===== src/rtl/inst_fetch_queue.sv =====
// -----------------------------------------------------------------------------
// inst_fetch_queue
//
// Circular FIFO of fetched (pc, instruction) pairs. It sits between the i-cache
// output and the fetch/decode pipeline register so that decode stalls do not
// immediately stall fetch.
//
// Ports
//   clk          in   1                clock, all state on the rising edge
//   rst_n        in   1                asynchronous reset, active low
//   i_flush      in   1                discard every queued entry
//   i_enq_valid  in   1                fetch presents a valid instruction
//   i_enq_pc     in   PC_WIDTH         pc of the presented instruction
//   i_enq_inst   in   DATA_WIDTH       presented instruction word
//   o_enq_ready  out  1                queue can accept (not full)
//   o_deq_valid  out  1                head entry valid (not empty)
//   o_deq_pc     out  PC_WIDTH         pc of the head entry (0 when empty)
//   o_deq_inst   out  DATA_WIDTH       instruction of the head entry (0 when empty)
//   i_deq_ready  in   1                decode consumes the head this cycle
//   o_count      out  $clog2(DEPTH)+1  number of occupied entries, 0..DEPTH
//
// Pointers carry one extra wrap bit above the index so that full and empty
// can be told apart without a separate occupancy counter.
// -----------------------------------------------------------------------------
module inst_fetch_queue #(
  parameter int DEPTH      = 4,
  parameter int PC_WIDTH   = 32,
  parameter int DATA_WIDTH = 32
) (
  input  logic                    clk,
  input  logic                    rst_n,
  input  logic                    i_flush,
  input  logic                    i_enq_valid,
  input  logic [PC_WIDTH-1:0]     i_enq_pc,
  input  logic [DATA_WIDTH-1:0]   i_enq_inst,
  output logic                    o_enq_ready,
  output logic                    o_deq_valid,
  output logic [PC_WIDTH-1:0]     o_deq_pc,
  output logic [DATA_WIDTH-1:0]   o_deq_inst,
  input  logic                    i_deq_ready,
  output logic [$clog2(DEPTH):0]  o_count
);

  localparam int IDX_W = $clog2(DEPTH);
  localparam int PTR_W = IDX_W + 1;

  // Pointer state (wrap bit is the MSB)
  logic [PTR_W-1:0]      r_wr_ptr;
  logic [PTR_W-1:0]      r_rd_ptr;

  // Entry storage; contents are don't-care until written, so no reset
  logic [PC_WIDTH-1:0]   r_mem_pc   [DEPTH];
  logic [DATA_WIDTH-1:0] r_mem_inst [DEPTH];

  logic [IDX_W-1:0]      w_wr_idx;
  logic [IDX_W-1:0]      w_rd_idx;
  logic                  w_empty;
  logic                  w_full;
  logic                  w_enq;
  logic                  w_deq;

  assign w_wr_idx = r_wr_ptr[IDX_W-1:0];
  assign w_rd_idx = r_rd_ptr[IDX_W-1:0];

  // Same index with different wrap bits means the writer is a full lap ahead.
  assign w_empty  = (r_wr_ptr == r_rd_ptr);
  assign w_full   = (w_wr_idx == w_rd_idx) &&
                    (r_wr_ptr[PTR_W-1] != r_rd_ptr[PTR_W-1]);

  // Ready depends only on registered pointers, so a dequeue in the same cycle
  // never opens a slot for a full queue; there is no combinational path from
  // i_deq_ready to o_enq_ready.
  assign w_enq = i_enq_valid && !w_full  && !i_flush;
  assign w_deq = i_deq_ready && !w_empty && !i_flush;

  // Pointer update. Flush takes priority over any concurrent enq/deq and
  // empties the queue by moving the read pointer onto the write pointer.
  always_ff @(posedge clk or negedge rst_n) begin
    if (!rst_n) begin
      r_wr_ptr <= '0;
      r_rd_ptr <= '0;
    end else if (i_flush) begin
      r_rd_ptr <= r_wr_ptr;
    end else begin
      if (w_enq) begin
        r_wr_ptr <= r_wr_ptr + PTR_W'(1);
      end
      if (w_deq) begin
        r_rd_ptr <= r_rd_ptr + PTR_W'(1);
      end
    end
  end

  // Storage write. Gated by w_enq, which already excludes full and flush.
  always_ff @(posedge clk) begin
    if (w_enq) begin
      r_mem_pc[w_wr_idx]   <= i_enq_pc;
      r_mem_inst[w_wr_idx] <= i_enq_inst;
    end
  end

  // Outputs. The head is forced to zero when empty so stale storage never
  // leaks to decode, and so the outputs read 0 while reset is asserted.
  assign o_enq_ready = !w_full;
  assign o_deq_valid = !w_empty;
  assign o_deq_pc    = w_empty ? '0 : r_mem_pc[w_rd_idx];
  assign o_deq_inst  = w_empty ? '0 : r_mem_inst[w_rd_idx];

  // Modular difference of the pointers gives occupancy 0..DEPTH directly.
  assign o_count = r_wr_ptr - r_rd_ptr;

endmodule


===== config.mk =====
export PLATFORM = sky130hd
export DESIGN_NAME = inst_fetch_queue
export DESIGN_NICKNAME = d
export VERILOG_FILES = /design/src/rtl/inst_fetch_queue.sv
export SDC_FILE = /design/constraint.sdc
export NUM_CORES = 1
export LEC_CHECK = 0
export CORE_ASPECT_RATIO = 0.75
export CORE_MARGIN = 2
export CORE_UTILIZATION = 55
export DETAILED_ROUTE_END_ITERATION = 16
export GPL_TIMING_DRIVEN = 0
export HOLD_SLACK_MARGIN = 0.06
export PLACE_DENSITY = 0.8
export SLEW_MARGIN = 10
export SYNTH_ARGS = -nofsm -noshare
export SYNTH_HDL_FRONTEND = slang
export SYNTH_SLANG_ARGS = --single-unit

===== constraint.sdc =====
create_clock -name clk -period 8 [get_ports clk]
set_input_delay 2.4 -clock clk [delete_from_list [all_inputs] [get_ports clk]]
set_output_delay 2.4 -clock clk [all_outputs]
set_load 0.05 [all_outputs]

==> summary.md, run 1 <==
| Metric | Value |
|---|---|
| Post-CTS setup buffers | 0 |
| DRC viols | 0 |
| Capturing point of the worst reg2reg path | r_mem_pc[0][1] |
| Post-layout min period | 5.87 ns |
| CTS tree | done |
| Most frequent cells in the layout | 256 x edfxtp_1, 136 x clkdlybuf4s50_1, 66 x nor2b_1 |
| Flops & latches, synth | 262 |
| TritonCTS buffer count | 26 |
| Crit Path Max Fanout | 10 |
| Hold Path Class | flip-flop to flip-flop |
| Hold path cells | 1 |
| # nets final | 713 |
| Die ar. | 0.0196 mm² |
| Slew headroom | 50.5% |
| Largest area contributor in the netlist | edfxtp_1 |
| Area Growth Syn to Fin | 26.4% |
| Layout cells sized above 1 | 20.3% |
| Dpl cell area | 0.0120 mm² |
| Final Instance Area | 0.0128 mm² |
| Antenna cells | 0 |
| Setup repair after global routing missed its margin | no |
| Worst Tran Pin Value | 0.740 ns |
| Worst Hold Slack | 0.583 ns |
| DR WL/cell | 21.1 µm |
| Fin. max-slew vios | 0 |
| Status | finished clean |
| Fin crit share | 73.4% |
| Clk sinks | 262 |
| Crit path DAT | 3.47 ns |
| Width of the die | 161 µm |
| Fill cell count | 1146 |
| Yosys top cell area share | 75.6% |
| I/O pin total | 138 |
| DR vias | 5013 |
| Number of I/O port buffers | 136 |
| Iter 0 DRT Violations | 471 |
| Clk slew on worst S/H paths | 0.06 ns |
| Multi-input gate area | 0.00220 mm² |
| Kind of critical path | flip-flop to output port |
| GP Congestion | 0.797 |
| First-pass GRT wire length | 29200 µm |
| Hold endpoint | r_wr_ptr[2] |
| Skew-Pair Late Insertion Delay | 0.52 ns |
| Root buffer selected by CTS | clkbuf_16 |
| Most common cell after layout, fill and taps aside | edfxtp_1 |
| Final core area utilization | 70.2% |
| Synth top area cells | edfxtp_1 76%, mux4_2 14%, nor2b_1 4.1%, dfrtp_1 1.5%, ha_1 0.86% |
| Final Hold Vio Count | 0 |
| Pre-Repair DR Iteration Count | 6 |
| Max clock buf depth | 3 |
| Core Box Area | 0.0183 mm² |
| Hold wc startpoint | r_wr_ptr[2] |
| Row Count | 43 |
| YS warnings | 0 |
| Antenna viol nets, final | 0 |
| Worst Reg-to-Reg Cells | 8 |
| Initial core utilization | 55.6% |
| Vias in the first global route | 5213 |
| Final Skew | 0.00963 ns |
| Final TNS setup | 0 ns |
| Reg2reg start | r_rd_ptr[1] |
| Sequential cell area | 0.00784 mm² |
| GRT Util Overall | 19.7% |
| Post-Syn Nets | 541 |
| Total gr overflow | 0 |
| Post-synthesis cell type count | 30 |
| Cts repair resizes | 0 |
| H-tree level count | 1 |
| Hold-fix buffers, CTS | 0 |
| Initial antenna violation count | 0 |
| Via density | 5.55 |
| Required @ worst endpoint | 5.60 ns |
| Max-cap violation count | 0 |
| Post-synthesis cell area | 0.0102 mm² |
| Syn avg cell area | 21.9 µm² |
| Cells after Synth | 464 |
| Crit start category | flip-flop |
| Hpwl dp | 11900 µm |
| Largest net degree at the start of global routing | 35 |
| Internal reg-to-reg setup slack | 4.84 ns |
| Final wirelength | 19100 µm |
| F_max | 170 MHz |
| Register area share after synthesis | 77.1% |
| Final setup fails | 0 |
| Element type at the critical path end | output port |
| Die height | 122 µm |
[kinds of logic after synthesis]
| kind of cell | count (synthesis) | share of synthesized area (%) |
|---|---|---|
| buf+inv | 31 | 1.45 |
| mux | 65 | 14.3 |
| compound gates | 9 | 0.640 |
| flops | 262 | 77.1 |
| xor+xnor | 5 | 0.505 |
| simple gates | 84 | 4.95 |
| fa+ha+maj | 8 | 1.06 |
[worst max path at each step]
| stage | startpoint | end | slack (ns) |
|---|---|---|---|
| finish | r_rd_ptr[1] | o_deq_inst[17] | 2.13 |
| global route | r_rd_ptr[1] | o_deq_inst[17] | 1.95 |
| CTS | r_rd_ptr[1] | o_deq_inst[17] | 2.10 |
| detailed placement | r_rd_ptr[1] | o_deq_inst[17] | 2.67 |
| global placement | i_enq_valid | r_mem_pc[3][30] | -0.04 |
| floorplan | i_flush | r_mem_inst[3][0] | 2.07 |
[Yosys cell counts, drive strengths merged]
master,instances
mux2,1
a21oi,2
clkbuf,5
o22ai,1
nand2,4
o2111ai,1
nand3,5
and2,4
buf,18
nor2,3
xor2,2
nor3b,1
edfxtp,256
mux4,64
xnor2,3
nor2b,66
inv,8
ha,7
nand2b,1
a211oi,1
o211ai,1
a22oi,1
o31a,1
fa,1
dfrtp,6
a221oi,1
[per-layer routing]
layer	share of wire [%]	global-route usage [%]	routed length, µm	vias to the layer above
met5	0	0	0	-
met3	7.9	4.83	1500	21
met1	42	27.5	8080	2563
met2	48	32.6	9190	200
li1	-	-	-	2229
met4	1.5	4.02	280	0
[flip-flops by register name, summed over array words and instances (netlist names)]
signal and flops:
r_mem_inst 128, r_mem_pc 128, r_rd_ptr 3, r_wr_ptr 3
[stage by stage]
stage / std cells / setup slack (ns)
global route: 903 / 1.95
floorplan: 464 / 2.07
global placement: 847 / -0.0385
detailed placement: 855 / 2.67
CTS: 903 / 2.10
finish: 903 / 2.13
[critical path, stage by stage, from the launching register on]
cell and delay, ns:
dfrtp_1 0.46, buf_2 0.32, inv_1 0.10, ha_1 0.31, nand2_1 0.12, nor2_1 0.07
buf_2 0.23, buf_2 0.23, nor2b_1 0.26, clkdlybuf4s50_1 0.86
[final cells by class]
cell class	instances	share of cell area, %
multi-input combinational	171	17.1
buffer	23	0.916
tap	247	2.41
inverter	8	0.234
clock inverter	20	1.26
clock buffer	28	5.29
timing repair buffer	144	11.7
sequential	262	61.0
Power of run 1 is left out: the tool's default activity adds up to more than one toggle a clock period on the data nets, which glitch-free logic cannot reach.
==> inputs of run 2 (changes only) <==
--- a/config.mk
+++ b/config.mk
@@ -7,11 +7,11 @@
 export LEC_CHECK = 0
 export CORE_ASPECT_RATIO = 0.75
 export CORE_MARGIN = 2
-export CORE_UTILIZATION = 55
+export CORE_UTILIZATION = 49
 export DETAILED_ROUTE_END_ITERATION = 16
 export GPL_TIMING_DRIVEN = 0
 export HOLD_SLACK_MARGIN = 0.06
-export PLACE_DENSITY = 0.8
+export PLACE_DENSITY = 0.75
 export SLEW_MARGIN = 10
 export SYNTH_ARGS = -nofsm -noshare
 export SYNTH_HDL_FRONTEND = slang
==> constraint.sdc (replaced) <==
create_clock -name clk -period 5.1 [get_ports clk]
set_input_delay 1.53 -clock clk [delete_from_list [all_inputs] [get_ports clk]]
set_output_delay 1.53 -clock clk [all_outputs]
set_load 0.05 [all_outputs]
==> summary.md, run 2 (synthesized netlist as in run 1, its figures left out) <==
| Metric | Value |
|---|---|
| H-tree level count | 1 (unchanged) |
| Hold-fix buffers, CTS | 0 (unchanged) |
| Kind of critical path | flip-flop to output port |
| Max-cap violation count | 0 (unchanged) |
| Die ar. | 0.0219 mm² (+12%) |
| First-pass GRT wire length | 29500 µm (+0.92%) |
| Clk sinks | 262 (unchanged) |
| Largest net degree at the start of global routing | 39 (+11%) |
| Final core area utilization | 63.8% (-6.4 points) |
| Crit start category | flip-flop |
| Pre-Repair DR Iteration Count | 5 (-1) |
| Antenna viol nets, final | 0 (unchanged) |
| Fin crit share | 94.2% |
| Final setup fails | 0 (unchanged) |
| Width of the die | 170 µm (+5.8%) |
| DR vias | 4943 (-1.4%) |
| DR WL/cell | 21.0 µm (-0.62%) |
| Worst Tran Pin Value | 0.664 ns (-0.0766 ns) |
| Clk slew on worst S/H paths | 0.06 ns (about the same) |
| Core Box Area | 0.0203 mm² (+11%) |
| Final wirelength | 19200 µm (+0.59%) |
| GRT Util Overall | 17.8% (-2.0 points) |
| Crit path DAT | 3.27 ns (-0.20 ns) |
| Final Hold Vio Count | 0 (unchanged) |
| Post-CTS setup buffers | 0 (unchanged) |
| Area Growth Syn to Fin | 27.2% |
| Hold Path Class | flip-flop to flip-flop |
| Final Skew | 0.0108 ns (+0.00120 ns) |
| I/O pin total | 138 (unchanged) |
| Post-layout min period | 4.80 ns |
| Most frequent cells in the layout | 256 x edfxtp_1, 97 x clkdlybuf4s50_1, 66 x nor2b_1 |
| Crit Path Max Fanout | 10 (unchanged) |
| Max clock buf depth | 3 (unchanged) |
| Most common cell after layout, fill and taps aside | edfxtp_1 |
| Fin. max-slew vios | 0 (unchanged) |
| Vias in the first global route | 5258 (+0.86%) |
| Die height | 129 µm (+5.8%) |
| # nets final | 713 (unchanged) |
| Element type at the critical path end | output port |
| Required @ worst endpoint | 3.57 ns (-2.03 ns) |
| Root buffer selected by CTS | clkbuf_16 |
| Hpwl dp | 12000 µm (+1.5%) |
| Initial core utilization | 50.1% (-5.4 points) |
| Largest regs | r_mem_inst (128), r_mem_pc (128) |
| Via density | 5.41 (-2.6%) |
| Antenna cells | 0 (unchanged) |
| Skew-Pair Late Insertion Delay | 0.52 ns (about the same) |
| GP Congestion | 0.800 (+0.36%) |
| TritonCTS buffer count | 26 (unchanged) |
| F_max | 208 MHz |
| Status | finished clean |
| Row Count | 45 (+4.7%) |
| Slew headroom | 55.7% (+5.3 points) |
| Initial antenna violation count | 0 (unchanged) |
| Iter 0 DRT Violations | 366 (-22%) |
| Setup repair after global routing missed its margin | no |
| Layout cells sized above 1 | 19.4% (-0.91 points) |
| DRC viols | 0 (unchanged) |
| CTS tree | done |
| Total gr overflow | 0 (unchanged) |
| Number of I/O port buffers | 136 (unchanged) |
-- run 2: final timing paths --
kind / startpoint / to / slack, ns / depth (start not counted)
setup / recovery: r_rd_ptr[1] / o_deq_pc[18] / 0.30 / 9
hold / removal: r_wr_ptr[2] / r_wr_ptr[2] / 0.59 / 1
setup reg to reg: r_rd_ptr[1] / r_mem_pc[1][4] / 1.95 / 8
hold reg to reg: r_wr_ptr[2] / r_wr_ptr[2] / 0.59 / 1
max in group asynchronous: rst_n / r_rd_ptr[1] / 3.61 / 1
min in group asynchronous: rst_n / r_wr_ptr[1] / 1.27 / 1
-- run 2: per-layer routing --
layer | vias up | share of wire [%] | track usage [%]
li1 | 2222 | - | -
met1 | 2523 | 43 | 25.2
met2 | 171 | 48 | 28.6
met3 | 27 | 7.0 | 4.40
met4 | 0 | 1.4 | 3.82
met5 | - | 0 | 0
-- run 2: repair_timing --
item,in CTS,in global routing
setup endpoints to repair,0,39
hold endpoints to repair,0,0
gates resized for setup,0,39
-- run 2: layout make-up --
cell class                      instances  area, µm²
Tap cell                              258        323
Multi-Input combinational cell        171       2200
Clock buffer                           35        706
Fill cell                            1404       7340
Buffer                                 23        118
Timing Repair Buffer                  144       1630
Sequential cell                       262       7840
Inverter                                8       30.0
Clock inverter                         13       90.1
-- run 2: critical path: stages, from the launching register on --
cell	delay (ns)
dfrtp_1	0.45
buf_2	0.31
inv_1	0.11
ha_1	0.31
nand2_1	0.13
nor2_1	0.07
buf_2	0.22
buf_2	0.22
nor2b_1	0.14
clkdlybuf4s50_1	0.81
-- run 2: stage by stage --
| step | instances | cell area (µm²) | hold slack, ns | worst slack, ns | TNS [ns] |
|---|---|---|---|---|---|
| after floorplan | 464 | 10200 | 0.545 | 0.0411 | 0 |
| after global placement | 858 | 11900 | 0.569 | -2.19 | -224.31 |
| after detailed placement | 866 | 12000 | 0.581 | 0.678 | 0 |
| after CTS | 914 | 12800 | 0.593 | 0.104 | 0 |
| after global routing | 914 | 12900 | 0.609 | 0.000393 | 0 |
| final | 914 | 12900 | 0.591 | 0.297 | 0 |
Power of run 2 is left out for the same reason.
==> inputs of run 3 (changes only) <==
--- a/config.mk
+++ b/config.mk
@@ -7,12 +7,12 @@
 export LEC_CHECK = 0
 export CORE_ASPECT_RATIO = 0.75
 export CORE_MARGIN = 2
-export CORE_UTILIZATION = 49
+export CORE_UTILIZATION = 45
 export DETAILED_ROUTE_END_ITERATION = 16
 export GPL_TIMING_DRIVEN = 0
 export HOLD_SLACK_MARGIN = 0.06
-export PLACE_DENSITY = 0.75
-export SLEW_MARGIN = 10
+export PLACE_DENSITY = 0.7
+export SLEW_MARGIN = 0
 export SYNTH_ARGS = -nofsm -noshare
 export SYNTH_HDL_FRONTEND = slang
 export SYNTH_SLANG_ARGS = --single-unit
==> summary.md, run 3 (synthesized netlist as in run 1, its figures left out) <==
| Metric | Value |
|---|---|
| # nets final | 711 (-0.28%) |
| Final wirelength | 19100 µm (-0.27%) |
| Post-Place Setup Slack | 0.642 ns (-0.0359 ns) |
| Clk sinks | 262 (unchanged) |
| Crit start category | flip-flop |
| Row Count | 47 (+4.4%) |
| Number of I/O port buffers | 136 (unchanged) |
| Max-cap violation count | 0 (unchanged) |
| Non-Filler Instances | 943 (+3.2%) |
| Crit Path Max Fanout | 10 (unchanged) |
| Fin. max-slew vios | 0 (unchanged) |
| Hpwl dp | 12000 µm (-0.10%) |
| DR WL/cell | 20.3 µm (-3.3%) |
| Hold Path Class | flip-flop to flip-flop |
| Width of the die | 178 µm (+4.2%) |
| Worst Tran Pin Value | 0.961 ns (+0.297 ns) |
| Iter 0 DRT Violations | 256 (-30%) |
| WP buf/inv | 5 (unchanged) |
| TritonCTS buffer count | 25 (-3.8%) |
| Most used cell, CP | buf_2 |
| Total gr overflow | 0 (unchanged) |
| Skew-Pair Late Insertion Delay | 0.51 ns (about the same) |
| Cell count after placement | 901 (+4.0%) |
| Worst Setup Slack, final | 0.286 ns (-0.0111 ns) |
| CTS tree | done |
| Initial core utilization | 46.0% (-4.2 points) |
| Layout cells sized above 1 | 19.0% (-0.41 points) |
| Required @ worst endpoint | 3.57 ns (about the same) |
| Met3 Usage GRT | 3.06% (-1.3 points) |
| Max clock buf depth | 3 (unchanged) |
| Final Hold Vio Count | 0 (unchanged) |
| Root buffer selected by CTS | clkbuf_16 |
| Crit-path cells | buf_2, inv_1, ha_1, nand2_1, nor2_1, buf_2, buf_2, nor2b_1, clkdlybuf4s50_1 |
| Final setup fails | 0 (unchanged) |
| Antenna cells | 0 (unchanged) |
| Vias in the first global route | 5276 (+0.34%) |
| Area Growth Syn to Fin | 26.6% |
| Largest regs | r_mem_inst (128), r_mem_pc (128) |
| Antenna viol nets, final | 0 (unchanged) |
| GRT Util Overall | 16.2% (-1.6 points) |
| CP max-delay cell | clkdlybuf4s50_1 |
| Core Box Area | 0.0221 mm² (+9.1%) |
| Largest stage delay, worst path | 0.71 ns (-0.10 ns) |
| Final Skew | 0.0130 ns (+0.00218 ns) |
| Most frequent cells in the layout | 256 x edfxtp_1, 108 x clkdlybuf4s50_1, 66 x nor2b_1 |
| Setup repair after global routing missed its margin | no |
| Largest delay share family, worst path | buffers and inverters |
| Die ar. | 0.0238 mm² (+8.6%) |
| Post-CTS setup buffers | 0 (unchanged) |
| Die height | 134 µm (+4.2%) |
| Fin crit share | 94.4% (+0.22 points) |
| Kind of critical path | flip-flop to output port |
| Slew headroom | 35.7% (-20 points) |
| H-tree level count | 1 (unchanged) |
| F_max | 208 MHz (-0.23%) |
| Gr busiest metal | met2 |
| Largest net degree at the start of global routing | 37 (-5.1%) |
| First-pass GRT wire length | 29300 µm (-0.49%) |
| GP Congestion | 0.790 (-1.3%) |
| Via density | 5.24 (-3.1%) |
| Internal reg-to-reg setup slack | 1.96 ns (about the same) |
| DRC viols | 0 (unchanged) |
| Element type at the critical path end | output port |
| Initial antenna violation count | 0 (unchanged) |
| Most common cell after layout, fill and taps aside | edfxtp_1 |
| Pre-Repair DR Iteration Count | 4 (-1) |
| Final TNS setup | 0 ns (unchanged) |
| Met1 usage | 22.7% (-2.5 points) |
| Status | finished clean |
| Crit path DAT | 3.28 ns (about the same) |
| I/O pin total | 138 (unchanged) |
| DR vias | 4942 (-0.020%) |
| Clk slew on worst S/H paths | 0.06 ns (about the same) |
| Post-layout min period | 4.81 ns (+0.0111 ns) |
| Global-route track usage on met2 | 26.9% (-1.7 points) |
## run 3: cell types whose count changed in the layout (fill, tap and decap cells not counted), sizes merged
cell,before,now
inv,8,9
clkdlybuf4s50,97,108
buf,26,25
clkinv,9,8
dlymetal6s2s,39,28
clkinvlp,3,0
clkbuf,40,37
## run 3: layout make-up
cell class | instances | area, µm²
Inverter | 8 | 30.0
Buffer | 23 | 118
Multi-Input combinational cell | 171 | 2200
Clock buffer | 32 | 652
Timing Repair Buffer | 143 | 1590
Clock inverter | 10 | 77.6
Fill cell | 1655 | 9240
Tap cell | 294 | 368
Sequential cell | 262 | 7840
## run 3: final timing paths
path	endpoint	cells after the start	startpoint
worst max-delay path	o_deq_pc[29]	9	r_rd_ptr[1]
worst min-delay path	r_wr_ptr[2]	1	r_wr_ptr[2]
worst max register to register	r_mem_pc[0][18]	8	r_rd_ptr[1]
worst min register to register	r_wr_ptr[2]	1	r_wr_ptr[2]
max in group asynchronous	r_wr_ptr[1]	1	rst_n
min in group asynchronous	r_rd_ptr[2]	1	rst_n
## run 3: metal layers
layer  wire length [µm]  part of all wire (%)  vias to the layer above
li1                   -                     -                     2209
met1               8390                    44                     2571
met2               9360                    49                      141
met3               1080                   5.7                       21
met4                291                   1.5                        0
met5                  0                     0                        -
## run 3: repair_timing
| action | 4_1_cts | 5_1_grt |
|---|---|---|
| hold buffers | 0 | 0 |
| gates resized for setup | 0 | 28 |
| endpoints found under the setup margin | 0 | 28 |
## run 3: stage by stage
stage / area (µm²) / hold WS, ns / utilization (%)
floorplan: 10200 / 0.545 / -
global placement: 11900 / 0.567 / 53.8
detailed placement: 12100 / 0.602 / 54.6
CTS: 12800 / 0.610 / 57.9
global route: 12900 / 0.618 / 58.2
finish: 12900 / 0.608 / 58.2
Power of run 3 is left out for the same reason.
